==> config.mk <==
export PLATFORM = sky130hd
export DESIGN_NAME = addsub_pipe_flat
export DESIGN_NICKNAME = d
export VERILOG_FILES = /design/src/rtl/addsub_pipe_if.sv /design/src/rtl/addsub_pipe.sv /design/src/flat_wrapper.sv
export SDC_FILE = /design/constraint.sdc
export NUM_CORES = 1
export LEC_CHECK = 0
export ABC_AREA = 1
export CAP_MARGIN = 10
export CORE_ASPECT_RATIO = 1.2
export CORE_MARGIN = 3
export CORE_UTILIZATION = 45
export DETAILED_ROUTE_END_ITERATION = 8
export PLACE_DENSITY = 0.65
export SLEW_MARGIN = 20
export SYNTH_ARGS = -nofsm -noshare
export SYNTH_HDL_FRONTEND = slang
export SYNTH_SLANG_ARGS = --single-unit
==> constraint.sdc <==
create_clock -name clk -period 8.9 [get_ports clk]
set_input_delay 1.335 -clock clk [delete_from_list [all_inputs] [get_ports clk]]
set_output_delay 1.335 -clock clk [all_outputs]
set_load 0.02 [all_outputs]
==> src/rtl/addsub_pipe_if.sv <==
// ----------------------------------------------------------------------------
// addsub_pipe_if
//   Handshake/data bundle for the pipelined add/subtract unit.
//
//   Parameter:
//     WIDTH      operand/result width in bits
//
//   Signals (directions seen from the unit, i.e. the slave modport):
//     in_valid   in   operands valid
//     in_ready   out  unit can accept this cycle
//     in_a       in   operand a
//     in_b       in   operand b
//     in_sub     in   1: a-b, 0: a+b
//     in_sat     in   saturate on signed overflow (only with ADDSUB_SAT_EN)
//     out_valid  out  result valid
//     out_ready  in   consumer accepts result
//     out_sum    out  result mod 2^WIDTH (or saturated value)
//     out_cout   out  carry out; for subtract 1 = no borrow
//     out_ovf    out  signed overflow
//
//   Build option: define ADDSUB_SAT_EN to add the in_sat signal.
// ----------------------------------------------------------------------------
interface addsub_pipe_if #(
    parameter int unsigned WIDTH = 32
);
    logic             in_valid;
    logic             in_ready;
    logic [WIDTH-1:0] in_a;
    logic [WIDTH-1:0] in_b;
    logic             in_sub;
`ifdef ADDSUB_SAT_EN
    logic             in_sat;
`endif
    logic             out_valid;
    logic             out_ready;
    logic [WIDTH-1:0] out_sum;
    logic             out_cout;
    logic             out_ovf;

    // Environment side: produces operands, consumes results.
    modport master (
        output in_valid,
        output in_a,
        output in_b,
        output in_sub,
`ifdef ADDSUB_SAT_EN
        output in_sat,
`endif
        output out_ready,
        input  in_ready,
        input  out_valid,
        input  out_sum,
        input  out_cout,
        input  out_ovf
    );

    // Arithmetic unit side.
    modport slave (
        input  in_valid,
        input  in_a,
        input  in_b,
        input  in_sub,
`ifdef ADDSUB_SAT_EN
        input  in_sat,
`endif
        input  out_ready,
        output in_ready,
        output out_valid,
        output out_sum,
        output out_cout,
        output out_ovf
    );
endinterface

==> src/rtl/addsub_pipe.sv <==
// ----------------------------------------------------------------------------
// addsub_pipe
//   Pipelined two's-complement add/subtract over a Kogge-Stone parallel-prefix
//   carry network. A pipeline register follows every LPS prefix levels (only
//   where levels remain below it), plus one output register, so the latency
//   is ceil(clog2(WIDTH)/LPS) cycles at one operation per cycle.
//
//   Parameters:
//     WIDTH  operand/result width (>= 2)
//     LPS    prefix levels per pipeline stage (>= 1)
//
//   Ports:
//     clk    rising-edge clock
//     rst    asynchronous active-high reset (drops all in-flight ops, zeroes
//            the output register)
//     clr    synchronous flush of all in-flight ops (wins over an accept)
//     bus    addsub_pipe_if.slave: in_valid/in_ready/in_a/in_b/in_sub
//            [/in_sat], out_valid/out_ready/out_sum/out_cout/out_ovf
//
//   Build option: ADDSUB_SAT_EN adds in_sat; when set on an op that
//   overflows, out_sum saturates toward the sign of operand a.
// ----------------------------------------------------------------------------
module addsub_pipe #(
    parameter int unsigned WIDTH = 32,
    parameter int unsigned LPS   = 2
) (
    input  logic         clk,
    input  logic         rst,
    input  logic         clr,
    addsub_pipe_if.slave bus
);
    // Prefix depth, padded tree width, stage count, inter-stage register count.
    localparam int unsigned L   = $clog2(WIDTH);
    localparam int unsigned N   = 1 << L;
    localparam int unsigned LAT = (L + LPS - 1) / LPS;
    localparam int unsigned QN  = (LAT > 1) ? LAT - 1 : 1;

    // Everything an op needs further down the pipe.
    typedef struct packed {
        logic             valid;
        logic [N-1:0]     g;      // group generate, carry-in folded at bit 0
        logic [N-1:0]     p;      // group propagate
        logic [WIDTH-1:0] p0;     // bitwise propagate for the final sum
        logic             cin;
        logic             a_msb;
        logic             b_msb;  // msb of b after the subtract inversion
`ifdef ADDSUB_SAT_EN
        logic             sat;
`endif
    } stage_t;

    stage_t           st0;
    stage_t           r_arr [LAT];  // each stage's state after its prefix levels
    stage_t           q     [QN];   // inter-stage registers
    logic [WIDTH-1:0] b_x;
    logic             stall;

    logic             out_valid_q;
    logic [WIDTH-1:0] out_sum_q;
    logic             out_cout_q;
    logic             out_ovf_q;

    // Every stage moves together; only a held result blocks the pipe.
    assign stall         = out_valid_q && !bus.out_ready;
    assign bus.in_ready  = !stall;
    assign bus.out_valid = out_valid_q;
    assign bus.out_sum   = out_sum_q;
    assign bus.out_cout  = out_cout_q;
    assign bus.out_ovf   = out_ovf_q;

    // Level 0: a - b is a + ~b + 1. The carry-in is folded into G[0] so the
    // prefix tree yields every carry directly; padded bits stay P=0, G=0.
    always_comb begin
        b_x                = bus.in_b ^ {WIDTH{bus.in_sub}};
        st0                = '0;
        st0.valid          = bus.in_valid;
        st0.p0             = bus.in_a ^ b_x;
        st0.p[WIDTH-1:0]   = st0.p0;
        st0.g[WIDTH-1:0]   = bus.in_a & b_x;
        st0.g[0]           = st0.g[0] | (st0.p0[0] & bus.in_sub);
        st0.cin            = bus.in_sub;
        st0.a_msb          = bus.in_a[WIDTH-1];
        st0.b_msb          = b_x[WIDTH-1];
`ifdef ADDSUB_SAT_EN
        st0.sat            = bus.in_sat;
`endif
    end

    for (genvar s = 0; s < LAT; s++) begin : g_stage
        localparam int unsigned LO = s * LPS + 1;
        localparam int unsigned HI = ((s + 1) * LPS < L) ? (s + 1) * LPS : L;

        stage_t d;

        if (s == 0) begin : g_src
            assign d = st0;
        end else begin : g_src
            assign d = q[s-1];
        end

        // Kogge-Stone levels LO..HI. Walking i downward lets each level update
        // in place: lower indices still hold the previous level's values.
        always_comb begin
            stage_t w;
            w = d;
            for (int unsigned lvl = LO; lvl <= HI; lvl++) begin
                for (int unsigned i = N - 1; i >= (1 << (lvl - 1)); i--) begin
                    w.g[i] = w.g[i] | (w.p[i] & w.g[i - (1 << (lvl - 1))]);
                    w.p[i] = w.p[i] & w.p[i - (1 << (lvl - 1))];
                end
            end
            r_arr[s] = w;
        end

        if (s < LAT - 1) begin : g_reg
            always_ff @(posedge clk or posedge rst) begin
                if (rst) begin
                    q[s] <= '0;
                end else begin
                    if (!stall) begin
                        q[s] <= r_arr[s];
                    end
                    if (clr) begin
                        q[s].valid <= 1'b0;
                    end
                end
            end
        end else begin : g_out
            logic [WIDTH-1:0] carry;
            logic [WIDTH-1:0] sum_w;
            logic [WIDTH-1:0] sum_f;
            logic             cout_f;
            logic             ovf_f;

            // After the full tree, G[i] is the carry into bit i+1.
            always_comb begin
                carry  = {r_arr[s].g[WIDTH-2:0], r_arr[s].cin};
                sum_w  = r_arr[s].p0 ^ carry;
                cout_f = r_arr[s].g[WIDTH-1];
                ovf_f  = (r_arr[s].a_msb == r_arr[s].b_msb) &&
                         (sum_w[WIDTH-1] != r_arr[s].a_msb);
                sum_f  = sum_w;
`ifdef ADDSUB_SAT_EN
                if (r_arr[s].sat && ovf_f) begin
                    sum_f = r_arr[s].a_msb ? {1'b1, {(WIDTH-1){1'b0}}}
                                           : {1'b0, {(WIDTH-1){1'b1}}};
                end
`endif
            end

            always_ff @(posedge clk or posedge rst) begin
                if (rst) begin
                    out_valid_q <= 1'b0;
                    out_sum_q   <= '0;
                    out_cout_q  <= 1'b0;
                    out_ovf_q   <= 1'b0;
                end else begin
                    if (!stall) begin
                        out_valid_q <= r_arr[s].valid;
                        out_sum_q   <= sum_f;
                        out_cout_q  <= cout_f;
                        out_ovf_q   <= ovf_f;
                    end
                    if (clr) begin
                        out_valid_q <= 1'b0;
                    end
                end
            end
        end
    end
endmodule

==> src/flat_wrapper.sv <==
// flat-port wrapper written by rule: the top's interface ports become plain ports
module addsub_pipe_flat 
#(
    parameter int unsigned WIDTH = 32,
    parameter int unsigned LPS   = 2
)
  (clk, rst, clr, bus_in_valid, bus_in_a, bus_in_b, bus_in_sub, bus_out_ready, bus_in_ready, bus_out_valid, bus_out_sum, bus_out_cout, bus_out_ovf);
  addsub_pipe_if #(.WIDTH(WIDTH)) bus_i ();
  input  logic clk;
  input  logic rst;
  input  logic clr;
  input wire logic [$bits(bus_i.in_valid)-1:0] bus_in_valid;
  input wire logic [$bits(bus_i.in_a)-1:0] bus_in_a;
  input wire logic [$bits(bus_i.in_b)-1:0] bus_in_b;
  input wire logic [$bits(bus_i.in_sub)-1:0] bus_in_sub;
  input wire logic [$bits(bus_i.out_ready)-1:0] bus_out_ready;
  output wire logic [$bits(bus_i.in_ready)-1:0] bus_in_ready;
  output wire logic [$bits(bus_i.out_valid)-1:0] bus_out_valid;
  output wire logic [$bits(bus_i.out_sum)-1:0] bus_out_sum;
  output wire logic [$bits(bus_i.out_cout)-1:0] bus_out_cout;
  output wire logic [$bits(bus_i.out_ovf)-1:0] bus_out_ovf;
  assign bus_i.in_valid = bus_in_valid;
  assign bus_i.in_a = bus_in_a;
  assign bus_i.in_b = bus_in_b;
  assign bus_i.in_sub = bus_in_sub;
  assign bus_i.out_ready = bus_out_ready;
  assign bus_in_ready = bus_i.in_ready;
  assign bus_out_valid = bus_i.out_valid;
  assign bus_out_sum = bus_i.out_sum;
  assign bus_out_cout = bus_i.out_cout;
  assign bus_out_ovf = bus_i.out_ovf;
  addsub_pipe #(.WIDTH(WIDTH), .LPS(LPS)) u_core (.clk(clk), .rst(rst), .clr(clr), .bus(bus_i));
endmodule
=== After elaboration in Yosys (flattened, before gate mapping) ===
Cells that the tools add are included.

* Bits in registers: 235
* Input bits: 70
* Output and inout bits: 36
* Word-level logic and storage cells: 408

* Equal/unequal tests: 3
* Muxes and demuxes: 6
* Bitwise logic cells: 377
* Reduce and logical (&&, ||, !) cells: 4

{| class="wikitable"
|+ Operators by type and width
! cell !! number
|-
| AND 1 bit || 243
|-
| 2-to-1 mux 100 bit || 2
|-
| OR 1 bit || 130
|-
| bitwise XOR 32 bit || 3
|-
| AND 32 bit || 1
|-
| 2-to-1 mux 1 bit || 4
|-
| logical AND 1 bit || 2
|-
| zero test 1 bit || 2
|-
| != test 2 bit, second input constant || 1
|-
| == test 1 bit || 1
|-
| != test 1 bit || 1
|}

=== Depth between registers and ports, before layout ===
Gate-level depths: netlist of the first run.

* Depth after elaboration: 10
* Mapped depth: 10
* Gate-level depth less buffers: 8

=== Least setup slack after synthesis of the first run ===
No wires, ideal clock.

* Kind: input to output
* Start point: input port bus_out_ready
* End point: output port bus_in_ready
* Data arrival time: 1.854 ns
* Data required time: 7.565 ns
* Slack: 5.711 ns
* Stages on the path: 4
* Buffers on the path: 2
* Path through: inv_1 nand2_2 buf_4 buf_2

* Cells in the longest elaborated chain, start to end: 3

{| class="wikitable"
|+ Ends and longest elaborated chain
! item !! RTL line !! text
|-
| start: declaration || flat_wrapper.sv:16 || <nowiki>input wire logic [$bits(bus_i.out_ready)-1:0] bus_out_ready;</nowiki>
|-
| zero test 1 bit || addsub_pipe.sv:64 || <nowiki>assign stall = out_valid_q && !bus.out_ready;</nowiki>
|-
| logical AND 1 bit || addsub_pipe.sv:64 ||
|-
| zero test 1 bit || addsub_pipe.sv:65 || <nowiki>assign bus.in_ready = !stall;</nowiki>
|-
| end: declaration || flat_wrapper.sv:17 || <nowiki>output wire logic [$bits(bus_i.in_ready)-1:0] bus_in_ready;</nowiki>
|}

Every way passes these cells.

=== Worst setup path in the final report of the first run ===
Ends and elaborated chain as after synthesis.

==> results.toml, run 1 <==
[critical_path]
critPathCaptureType = "primary output"
cp.required_ns = 7.57
critical_path_arrival_ns = 3.10
critPathKind = "input port to primary output"
crit_fanout = 84
critPathLaunchType = "input port"

[synthesis]
synth_cell_types = 25
syn-mean-instance-area_um2 = 8.47
synthesis.yosys.warnings = 0
seq_area_frac_synth = 0.525
postSynthNetCount = 1310
netlist_instances = 1209
synth.cell_area_mm2 = 0.0102
synth-seq-cells = 215

[sta]
timing.final.max_slew_violations = 0
layout_min_cycle_time_ns = 4.44
period_share = 0.498
fin_tns_setup_ns = 0
timing_worst_slew_pin_value_ns = 1.04
relSlewSlack = 0.309
rsz_0062_raised_after_global_routing = "no"
worst_clock_skew_ns = 0.00970
setup-violations-final = 0
clock.fmax_ghz = 0.225
final_hold_vio_count = 0

[pwr]
leakage_nw = 5.85
vdd_ir_drop_max_v = 0.000152
p_per_area_mw_per_mm2 = 230

[placed_design]
numPortBuffers = 105
rd_place_congestion = 0.840
dp.final_hpwl_mm = 17.3
dpl-instance-area_mm2 = 0.0114

[status]
status = "completed"

[layout]
n_antenna_cell = 0
fillerInstances = 2037
drive_above_1_share = 0.0404
final_net_count = 1396
synthToLayoutAreaGrowth_pct = 19.0
layout_common_cells = "nand2_1 (364), dfrtp_1 (215), inv_1 (137)"
most_common_cell_after_layout_fill_and_taps_aside = "nand2_1"
layout.cell_area.non_filler_mm2 = 0.0122

[floorplan]
floorplan.die_area_mm2 = 0.0246
fp.dieW_um = 144
die_y_um = 171
design.core.area_mm2 = 0.0220
row_count = 59
start_util = 0.466
ioPinCount = 106

[cts]
clock_tree.root_cell = "clkbuf_16"
cts_resized = 0
post_cts_setup_buffers = 0
clock_tree.htree_level_count = 1
cts_buffer_depth = 3
cts-hold-fix-buffers = 0
clkLatencyLatePin_ns = 0.50
numClockSinks = 215
worst_setup_hold_path_clk_slew_ns = 0.06
tritoncts.num_buffers = 22
tritoncts = "yes"

[hold_path]
hp-class = "flop to flop"

[route]
route.detailed.wl_per_inst_um = 15.5
drt.antenna.violating_nets = 0
drt_first_pass_iters = 5
detailed_route_via_count = 8210
postRouteWirelength_mm = 24.6
via_per_inst = 5.18
route.detailed.drc = 0
drt_first_iter_violations = 653

[global_route]
largest_net_degree_at_the_start_of_global_routing = 143
tot_gr_track_use = 0.202
overflow = 0
first_pass_grt_wire_length_mm = 40.2
first_global_vias = 7795
grt_antenna_before_repair = 0

[run]
timing.max_cap.violations = 0
where the power goes:
group / internal (W) / leakage (nW) / switching, W
clock network: 0.000555 / 0.366 / 0.000381
registers: 0.00114 / 2.64 / 0.000107
logic: 0.000263 / 2.84 / 0.000358
critical path, stage by stage:
cell	delay (ns)
clkdlybuf4s50_1	0.52
inv_1	0.12
nand2_8	0.34
clkdlybuf4s50_1	0.71
Yosys cell counts:
cell type | n | area, um2
inv_1 | 138 | 518
nand4_1 | 15 | 93.8
o21bai_1 | 7 | 52.6
dfrtp_1 | 215 | 5380
xor2_1 | 31 | 272
o211ai_1 | 17 | 128
a22oi_1 | 1 | 7.51
nand2_1 | 364 | 1370
ha_1 | 31 | 388
o31ai_1 | 2 | 15.0
o21ai_0 | 134 | 671
o22ai_1 | 25 | 156
a21oi_1 | 34 | 170
nand3_1 | 66 | 330
buf_4 | 7 | 52.6
xnor2_1 | 17 | 149
buf_2 | 33 | 165
nor2_1 | 42 | 158
nand2_2 | 1 | 6.26
nor2_4 | 1 | 11.3
a31oi_1 | 3 | 18.8
clkbuf_1 | 9 | 33.8
or2_2 | 9 | 56.3
nor3_1 | 4 | 20.0
a21o_1 | 3 | 22.5
flip-flops by register name, summed over array words and instances (netlist names):
signal                count
u_core.bus.out_ovf        1
u_core.g_stage.$9.w      92
u_core.bus.out_valid      1
u_core.g_stage.d         88
u_core.bus.out_cout       1
u_core.bus.out_sum       32
cell type report:
class,instances,area (um2),area share
timing repair buffer,111,1090,0.0895
clock inverter,5,61.3,0.00503
multi-input combinational,807,4110,0.337
clock buffer,35,681,0.0559
sequential,215,5380,0.441
inverter,138,526,0.0431
tap,274,343,0.0281
per-layer routing:
| metal | GRT usage | wire length [um] | share of wire | up-vias |
|---|---|---|---|---|
| li1 | - | - | - | 4080 |
| met1 | 0.293 | 11200 | 0.45 | 3875 |
| met2 | 0.332 | 11600 | 0.47 | 231 |
| met3 | 0.0242 | 1510 | 0.061 | 24 |
| met4 | 0.0401 | 333 | 0.014 | 0 |
| met5 | 0 | 0 | 0 | - |
logic make-up after synthesis:
group	share of synthesized area
simple gates	0.199
flops	0.525
fa+ha+maj	0.0379
xor+xnor	0.0411
compound gates	0.121
buf+inv	0.0751
metrics by stage:
step / hold WS, ns / utilization / power (W) / setup WS, ns / instances
global route: 0.487 / 0.554 / 0.00296 / 4.41 / 1585
detailed placement: 0.459 / 0.520 / 0.00189 / 4.48 / 1545
finish: 0.471 / 0.554 / 0.00281 / 4.46 / 1585
global placement: 0.454 / 0.520 / 0.00188 / 4.48 / 1545
CTS: 0.475 / 0.554 / 0.00283 / 4.48 / 1585
floorplan: 0.442 / - / 0.00162 / 1.69 / 1209
worst paths after layout:
kind                                                         from                                endpoint  slack [ns]  cells after the start
setup / recovery                                    bus_out_ready                            bus_in_ready        4.46                      4
min in group asynchronous                                     rst  u_core.g_stage[1].$9.w[99]$_DFFE_PP0P_        1.42                      2
hold reg to reg            u_core.g_stage[1].$9.w[26]$_DFFE_PP0N_  u_core.g_stage[1].$9.w[26]$_DFFE_PP0N_        0.47                      2
setup reg to reg                 u_core.bus.out_valid$_DFFE_PP0P_     u_core.g_stage[2].d[52]$_DFFE_PP0N_        6.09                      7
max in group asynchronous                                     rst     u_core.g_stage[1].d[88]$_DFFE_PP0N_        5.99                      3
hold / removal             u_core.g_stage[1].$9.w[26]$_DFFE_PP0N_  u_core.g_stage[1].$9.w[26]$_DFFE_PP0N_        0.47                      2
Power figures use the tool's default switching activity.
==> inputs of run 2 (changes only) <==
Settings changed: PLACE_DENSITY 0.65 to 0.67.
Clock period 8.9 ns to 3.7 ns, I/O delays scaled along.
==> run 2 against run 1 <==
Against the previous run: die area unchanged; critical endpoint unchanged; clock power is 120% higher; core utilization about the same; setup slack lost 3.2 ns; clock skew is essentially flat; critical path depth is the same; design area hardly changed; flip-flop and latch count unchanged; register-to-register slack worse by 4.2 ns.
==> results.toml, run 2 (synthesis results as in run 1) <==
[sta]
timing.final.max_slew_violations = 0
layout_min_cycle_time_ns = 2.47
period_share = 0.666
timing_worst_slew_pin_value_ns = 0.880
final_hold_vio_count = 0
clock.fmax_ghz = 0.406
fin_tns_setup_ns = 0
relSlewSlack = 0.414
setup-violations-final = 0
worst_clock_skew_ns = 0.00994
worst_hold_slack_ns = 0.472
rsz_0062_raised_after_global_routing = "no"

[global_route]
first_global_vias = 8095
overflow = 0
first_pass_grt_wire_length_mm = 41.7
tot_gr_track_use = 0.212
largest_net_degree_at_the_start_of_global_routing = 136
grt_antenna_before_repair = 0

[pwr]
p_per_area_mw_per_mm2 = 541
leakage_nw = 5.84
power.clock.fraction = 0.316
seq_power_share = 0.458
total_switching_power_w = 0.00201
combinational_share_of_power = 0.227
p_sw_frac = 0.304
internal_power_w = 0.00458
vdd_ir_drop_max_v = 0.000283
post-layout-total-power_w = 0.00659

[cts]
clock_tree.htree_level_count = 1
numClockSinks = 215
post_cts_setup_buffers = 0
worst_setup_hold_path_clk_slew_ns = 0.06
tritoncts = "yes"
tritoncts.num_buffers = 21
cts-hold-fix-buffers = 0
clkLatencyLatePin_ns = 0.49
cts_buffer_depth = 3
clock_tree.root_cell = "clkbuf_16"
cts_resized = 0

[route]
drt.antenna.violating_nets = 0
drt-met1-wl_mm = 11.7
drt_first_iter_violations = 615
drt_first_pass_iters = 5
detailed_route_via_count = 8231
postRouteWirelength_mm = 25.4
dr_wl_met3_mm = 1.04
route.detailed.wl_per_inst_um = 16.0
wl_met2_mm = 11.9
via_per_inst = 5.19
topRoutingLayerUsed = "met4"
route.detailed.drc = 0

[floorplan]
floorplan.die_area_mm2 = 0.0246
design.core.area_mm2 = 0.0220
fp.dieW_um = 144
row_count = 59
start_util = 0.466
die_y_um = 171
ioPinCount = 106

[layout]
largest_register_ff_count = 92
drive_above_1_share = 0.0427
n_antenna_cell = 0
final_util = 0.554
layout.cell_area.non_filler_mm2 = 0.0122
most_common_cell_after_layout_fill_and_taps_aside = "nand2_1"
synthToLayoutAreaGrowth_pct = 18.9
layout_common_cells = "nand2_1 (364), dfrtp_1 (215), inv_1 (137)"
final_net_count = 1400

[placed_design]
rd_place_congestion = 0.894
numPortBuffers = 105
dpl-instance-area_mm2 = 0.0115
dp.final_hpwl_mm = 18.1

[critical_path]
critical_path.max_stage_delay_ns = 0.61
critical_path_arrival_ns = 1.91
critPathLaunchType = "input port"
timing.critical_path.max_delay_family = "buffers and inverters"
minimum_setup_slack_among_reg_to_reg_paths_ns = 1.87
cp.buffers_inverters = 3
critical_path.startpoint = "bus_out_ready"
critical-path-slowest-cell = "clkdlybuf4s50_1"
crit_top_cell = "clkdlybuf4s50_1"
crit_fanout = 8
critical_path.cell_chain = "clkdlybuf4s50_1 -> inv_1 -> nand2_8 -> clkdlybuf4s50_1"
critPathCaptureType = "primary output"
critPathKind = "input port to primary output"
rr_startpoint = "u_core.bus.out_valid$_DFFE_PP0P_"
cp.required_ns = 3.14

[hold_path]
hp-class = "flop to flop"
worstHoldStart = "u_core.g_stage[1].$9.w[34]$_DFFE_PP0N_"

[run]
timing.max_cap.violations = 0

[status]
status = "completed"
## run 2: through the flow
| step | std cells | worst slack [ns] |
|---|---|---|
| after floorplan | 1209 | 0.347 |
| after global placement | 1550 | 1.19 |
| after detailed placement | 1550 | 1.14 |
| after CTS | 1587 | 1.22 |
| after global routing | 1587 | 1.17 |
| final | 1587 | 1.23 |
## run 2: power by group through the flow
stage | Combinational (W) | Sequential, W | Clock, W
2_1_floorplan | 0.000768 | 0.00313 | 0
3_3_place_gp | 0.00148 | 0.00305 | 0
3_5_place_dp | 0.00150 | 0.00306 | 0
4_1_cts | 0.00151 | 0.00302 | 0.00212
5_1_grt | 0.00168 | 0.00306 | 0.00222
6_report | 0.00149 | 0.00302 | 0.00208
## run 2: worst paths after layout
kind | to | cells past startpoint
worst max-delay path | bus_in_ready | 4
worst min register to register | u_core.g_stage[1].$9.w[34]$_DFFE_PP0N_ | 2
max in group asynchronous | u_core.g_stage[1].d[85]$_DFFE_PP0N_ | 3
min in group asynchronous | u_core.bus.out_valid$_DFFE_PP0P_ | 3
worst max register to register | u_core.g_stage[1].d[90]$_DFFE_PP0N_ | 4
worst min-delay path | u_core.g_stage[1].$9.w[34]$_DFFE_PP0N_ | 2
## run 2: area by class of cell
type / count / area, um2
Clock buffer: 30 / 599
Clock inverter: 7 / 62.6
Fill cell: 2066 / 9820
Inverter: 138 / 522
Multi-Input combinational cell: 807 / 4110
Sequential cell: 215 / 5380
Tap cell: 274 / 343
Timing Repair Buffer: 116 / 1170
## run 2: worst register-to-register path: cells and delay by family (launching register included)
| family | cells | cell delay [ns] |
|---|---|---|
| DFF | 1 | 0.46 |
| AOI/OAI and AO/OA | 1 | 0.22 |
| and+or+nand+nor | 2 | 0.44 |
| buffers and inverters | 1 | 0.63 |
## run 2: metal layers
metal	track usage	vias up
li1	-	4084
met1	0.305	3901
met2	0.342	202
met3	0.0186	44
met5	0	-
met4	0.0708	0
